[src/rtl/alu_result_stage.sv]
// ALU result stage: 2-entry skid FIFO, branch-condition evaluation, NZCV status (+ sticky overflow under STICKY_OVF_EN).
// Latency 1 cycle into an empty FIFO; in_ready is registered (count<2) with no combinational path from out_ready.
module alu_result_stage #(
   parameter int         WIDTH      = 32,
   parameter logic [3:0] RESET_NZCV = 4'b0000
) (
   input  logic             clk,
   input  logic             rst_n,
   input  logic             in_valid,
   output logic             in_ready,
   input  logic [WIDTH-1:0] in_result,
   input  logic             in_zero,
   input  logic             in_negative,
   input  logic             in_carry,
   input  logic             in_overflow,
   input  logic             in_update_flags,
   input  logic [2:0]       in_cond,
   output logic             out_valid,
   input  logic             out_ready,
   output logic [WIDTH-1:0] out_result,
   output logic             out_taken,
   output logic [3:0]       status_nzcv,
   output logic             sticky_ovf,
   input  logic             clear_sticky
);

   localparam logic [2:0] COND_EQ  = 3'b000;
   localparam logic [2:0] COND_NE  = 3'b001;
   localparam logic [2:0] COND_LT  = 3'b010;
   localparam logic [2:0] COND_GE  = 3'b011;
   localparam logic [2:0] COND_LTU = 3'b100;
   localparam logic [2:0] COND_GEU = 3'b101;
   localparam logic [2:0] COND_AL  = 3'b110;

   logic [WIDTH-1:0] res_q [2];
   logic [1:0]       taken_q;
   logic [1:0]       count_q, count_nxt;
   logic             wr_ptr_q, rd_ptr_q;
   logic             in_ready_q;
   logic [3:0]       nzcv_q;
   logic [3:0]       flags;
   logic             taken_nxt;
   logic             accept, deliver;

   assign accept  = in_valid & in_ready_q;
   assign deliver = out_valid & out_ready;

   // A beat that does not write flags sees the status left by every earlier accepted beat.
   always_comb begin
      flags     = in_update_flags ? {in_negative, in_zero, in_carry, in_overflow} : nzcv_q;
      taken_nxt = 1'b0;
      case (in_cond)
         COND_EQ:  taken_nxt = flags[2];
         COND_NE:  taken_nxt = ~flags[2];
         COND_LT:  taken_nxt = flags[3] ^ flags[0];
         COND_GE:  taken_nxt = ~(flags[3] ^ flags[0]);
         COND_LTU: taken_nxt = flags[1];
         COND_GEU: taken_nxt = ~flags[1];
         COND_AL:  taken_nxt = 1'b1;
         default:  taken_nxt = 1'b0;
      endcase
   end

   always_comb begin
      count_nxt = count_q;
      case ({accept, deliver})
         2'b10:   count_nxt = count_q + 2'd1;
         2'b01:   count_nxt = count_q - 2'd1;
         default: count_nxt = count_q;
      endcase
   end

   always_ff @(posedge clk or negedge rst_n) begin
      if (!rst_n) begin
         count_q    <= 2'd0;
         wr_ptr_q   <= 1'b0;
         rd_ptr_q   <= 1'b0;
         in_ready_q <= 1'b1;
         nzcv_q     <= RESET_NZCV;
         taken_q    <= 2'b00;
         for (int i = 0; i < 2; i++) res_q[i] <= '0;
      end else begin
         count_q    <= count_nxt;
         in_ready_q <= (count_nxt != 2'd2);
         if (accept) begin
            res_q[wr_ptr_q]   <= in_result;
            taken_q[wr_ptr_q] <= taken_nxt;
            wr_ptr_q          <= ~wr_ptr_q;
            if (in_update_flags)
               nzcv_q <= {in_negative, in_zero, in_carry, in_overflow};
         end
         if (deliver)
            rd_ptr_q <= ~rd_ptr_q;
      end
   end

   assign in_ready    = in_ready_q;
   assign out_valid   = (count_q != 2'd0);
   assign out_result  = res_q[rd_ptr_q];
   assign out_taken   = taken_q[rd_ptr_q];
   assign status_nzcv = nzcv_q;

`ifdef STICKY_OVF_EN
   logic sticky_q;

   // Set has priority over clear so an overflow landing on the clear edge is not lost.
   always_ff @(posedge clk or negedge rst_n) begin
      if (!rst_n)
         sticky_q <= 1'b0;
      else if (accept & in_update_flags & in_overflow)
         sticky_q <= 1'b1;
      else if (clear_sticky)
         sticky_q <= 1'b0;
   end

   assign sticky_ovf = sticky_q;
`else
   logic unused_clear_sticky;
   assign unused_clear_sticky = clear_sticky;
   assign sticky_ovf          = 1'b0;
`endif

endmodule

[config.mk]
export PLATFORM = sky130hd
export DESIGN_NAME = alu_result_stage
export DESIGN_NICKNAME = d
export VERILOG_FILES = /design/src/rtl/alu_result_stage.sv
export SDC_FILE = /design/constraint.sdc
export NUM_CORES = 1
export LEC_CHECK = 0
export CAP_MARGIN = 10
export CORE_UTILIZATION = 35
export DETAILED_ROUTE_END_ITERATION = 10
export PLACE_DENSITY = 0.69
export SYNTH_ARGS = -nofsm -noshare
export SYNTH_HDL_FRONTEND = slang
export SYNTH_SLANG_ARGS = --single-unit
[constraint.sdc]
create_clock -name clk -period 4.3 [get_ports clk]
set_clock_uncertainty 0.1 [all_clocks]
set_input_delay 1.29 -clock clk [delete_from_list [all_inputs] [get_ports clk]]
set_output_delay 1.29 -clock clk [all_outputs]
set_load 0.01 [all_outputs]
==> out/metrics.cfg <==
[timing]
rsz0062_at_grt = false
slew_violations = 0
slew_headroom_pct = 37.4
period_share_pct = 80.5
fin_crit_ns = 3.46
timing.final.ws_setup_ns = 0.837
hold_viol_final = 0
whs_ns = 0.380
final-setup-viol-count = 0
clock.fmax_mhz = 289
tns_ns = 0
worst_pin_slew_ns = 0.940

[setup_path]
cp.buffers_inverters = 2
r2r_start = count_q[0]
cp-start-kind = flop
cp-end-kind = output pin
r2r-end = in_ready
reg2reg_slack_ns = 2.53
path_delay_family = buffers and inverters
crit_chain = buf_12, mux2_1, clkdlybuf4s50_1
cp.arrival_ns = 2.07
path_class = reg2out
worst-r2r-cell-count = 6
worstPathRequired_ns = 2.91
critical_path.max_stage_delay_ns = 0.65
slowest_stage = dfrtp_2
path_max_fanout = 20

[power_and_ir_drop]
p_int_mw = 2.47
switchingPower_mw = 1.04
peakVddDrop_v = 0.000307
pwr-share-comb_pct = 42.9
p_total_mw = 3.51
p_leak_nw = 1.88
seq_power_share_pct = 36.2
switching_share_pct = 29.7
power_density_nw_per_um2 = 766
pwr-share-clk_pct = 20.9

[final_layout]
diodes = 0
fin_area_um2 = 4580
final.fill_count = 814
nNetsFinal = 357
multi_input_area_um2 = 1400
drive_gt1_share_pct = 8.23
seq_area_um2 = 1880
syn2layout_area_growth_pct = 37.3

[cts]
cts.clk_slew.worst_paths_ns = 0.08
cts-hold-fix-buffers = 0
cts_sinks = 75
clk_path_buf_depth = 2
cts_tree = yes
insertion_delay_ns = 0.34
cts_root_buffer = clkbuf_8
htree_levels = 3
cts_resized = 0
cts_made_buffers = 9
cts_setup_buffers = 0

[grt]
grt_pass1_wl_um = 11200
grt_max_degree = 76
gr-total-overflow = 0
antenna_found_initial = 0
grtUsageTotal_pct = 14.9
grt_pass1_vias = 2311

[logic_synthesis]
syn_inst = 225
ys_types = 25
synth-seq-cells = 75
synth_fp_nets = 271
syn_area_um2 = 3340
syn_avg_cell_area_um2 = 14.8
yosysSeqAreaShare_pct = 56.3
ys_warn_count = 0

[place]
place_ws_ns = 1.16
post_dp_cell_area_um2 = 4310
portBuffers = 82
gp_congestion = 0.668
dp_hpwl_um = 4440

[floorplanning]
coreArea_um2 = 9240
initial_utilization_pct = 36.1
dieArea_um2 = 9930
rows = 35
die_w_um = 99.6
num_io_pins = 85
die_y_um = 99.6

[worst_hold_path]
hold_start = count_q[1]
hold_path_class = reg2reg
holdPathEnd = count_q[1]
hold_depth = 1

[detailed_routing]
wl_per_cell_um = 14.9
drt_iter0_drc = 11
num_vias = 2095
drtPass1Iterations = 4
drcViolationCount = 0
vias_per_cell = 4.71
routed_wl_um = 6650
antenna_left = 0

[run]
maxCapViolCount = 0

[status]
status = finished, final reports clean

-- flip-flops by register name, indices dropped and copies added, names as in the netlist --
| name | count |
|---|---|
| status_nzcv | 4 |
| in_ready | 1 |
| wr_ptr_q | 1 |
| rd_ptr_q | 1 |
| count_q | 2 |
| taken_q | 2 |
| res_q | 64 |
-- power groups by stage --
stage	registers (mW)	clock network (mW)	logic (mW)
global route	1.33	0.787	1.64
global placement	1.26	0	1.51
detailed placement	1.29	0	1.53
floorplan	1.21	0	0.847
CTS	1.27	0.756	1.54
finish	1.27	0.734	1.51
-- cells in the final DEF, fill, tap and decap left out, types with 3 or more instances in the layout --
master           synthesis  final
clkdlybuf4s50_1          0     81
clkbuf_8                 0     11
dfrtp_1                 74     73
bufinv_16                0      4
nand2_1                  6      6
mux2_1                 101    101
xor2_1                   4      4
buf_4                    1      5
nand3_1                  3      3
-- per-layer routing --
metal / part of all wire, % / routed length [um] / up-vias / track usage [%]
met5: 0 / 0 / - / 0
li1: - / - / 976 / -
met1: 47 / 3110 / 1055 / 18.8
met2: 48 / 3160 / 54 / 24.1
met4: 1.7 / 113 / 0 / 6.79
met3: 4.0 / 266 / 10 / 3.65
-- logic make-up after synthesis --
family / share of synthesized area [%]
AO/OA/AOI/OAI: 0.525
XOR/XNOR: 1.57
adder cells (fa/ha/maj): 0.375
buffers and inverters: 1.84
flip-flops: 56.3
multiplexers: 35.1
other: 0.112
AND/OR/NAND/NOR: 4.20
-- cell type report --
cell class,count,share of cell area (%)
clock inverter,4,2.62
timing repair buffer,87,19.0
sequential,75,41.0
multi-input combinational,138,30.5
tap,129,3.52
clock buffer,12,3.39
-- synth_stat cells, drive strengths merged --
| library cell | number | area (um2) |
|---|---|---|
| nor3 | 2 | 10.0 |
| or2 | 2 | 12.5 |
| nand3 | 4 | 25.0 |
| and2 | 1 | 6.26 |
| xor2 | 4 | 35.0 |
| clkbuf | 1 | 3.75 |
| mux2 | 102 | 1150 |
| a221oi | 2 | 17.5 |
| nor2 | 1 | 3.75 |
| nand2b | 2 | 12.5 |
| nor3b | 2 | 15.0 |
| nor4 | 2 | 12.5 |
| nand3b | 1 | 7.51 |
| dfstp | 1 | 26.3 |
| dfrtp | 74 | 1850 |
| conb | 1 | 3.75 |
| nand2 | 6 | 22.5 |
| mux4 | 1 | 22.5 |
| or3 | 2 | 12.5 |
| ha | 1 | 12.5 |
| buf | 11 | 57.6 |
| xnor2 | 2 | 17.5 |
-- through the flow --
step	utilization, %	cells
CTS	49.6	445
global placement	46.6	429
detailed placement	46.6	429
floorplan	-	225
finish	49.6	445
global route	49.6	445
-- how the worst max path moves through the flow --
stage	from	to	depth (start not counted)	slack (ns)
floorplan	rd_ptr_q	out_result[1]	3	1.75
global placement	rd_ptr_q	out_result[10]	3	1.20
detailed placement	rd_ptr_q	out_result[10]	3	1.16
CTS	rd_ptr_q	out_result[10]	3	0.78
global route	rd_ptr_q	out_result[16]	3	0.72
finish	rd_ptr_q	out_result[10]	3	0.84
Note: power is estimated with default switching activity, not from simulation.
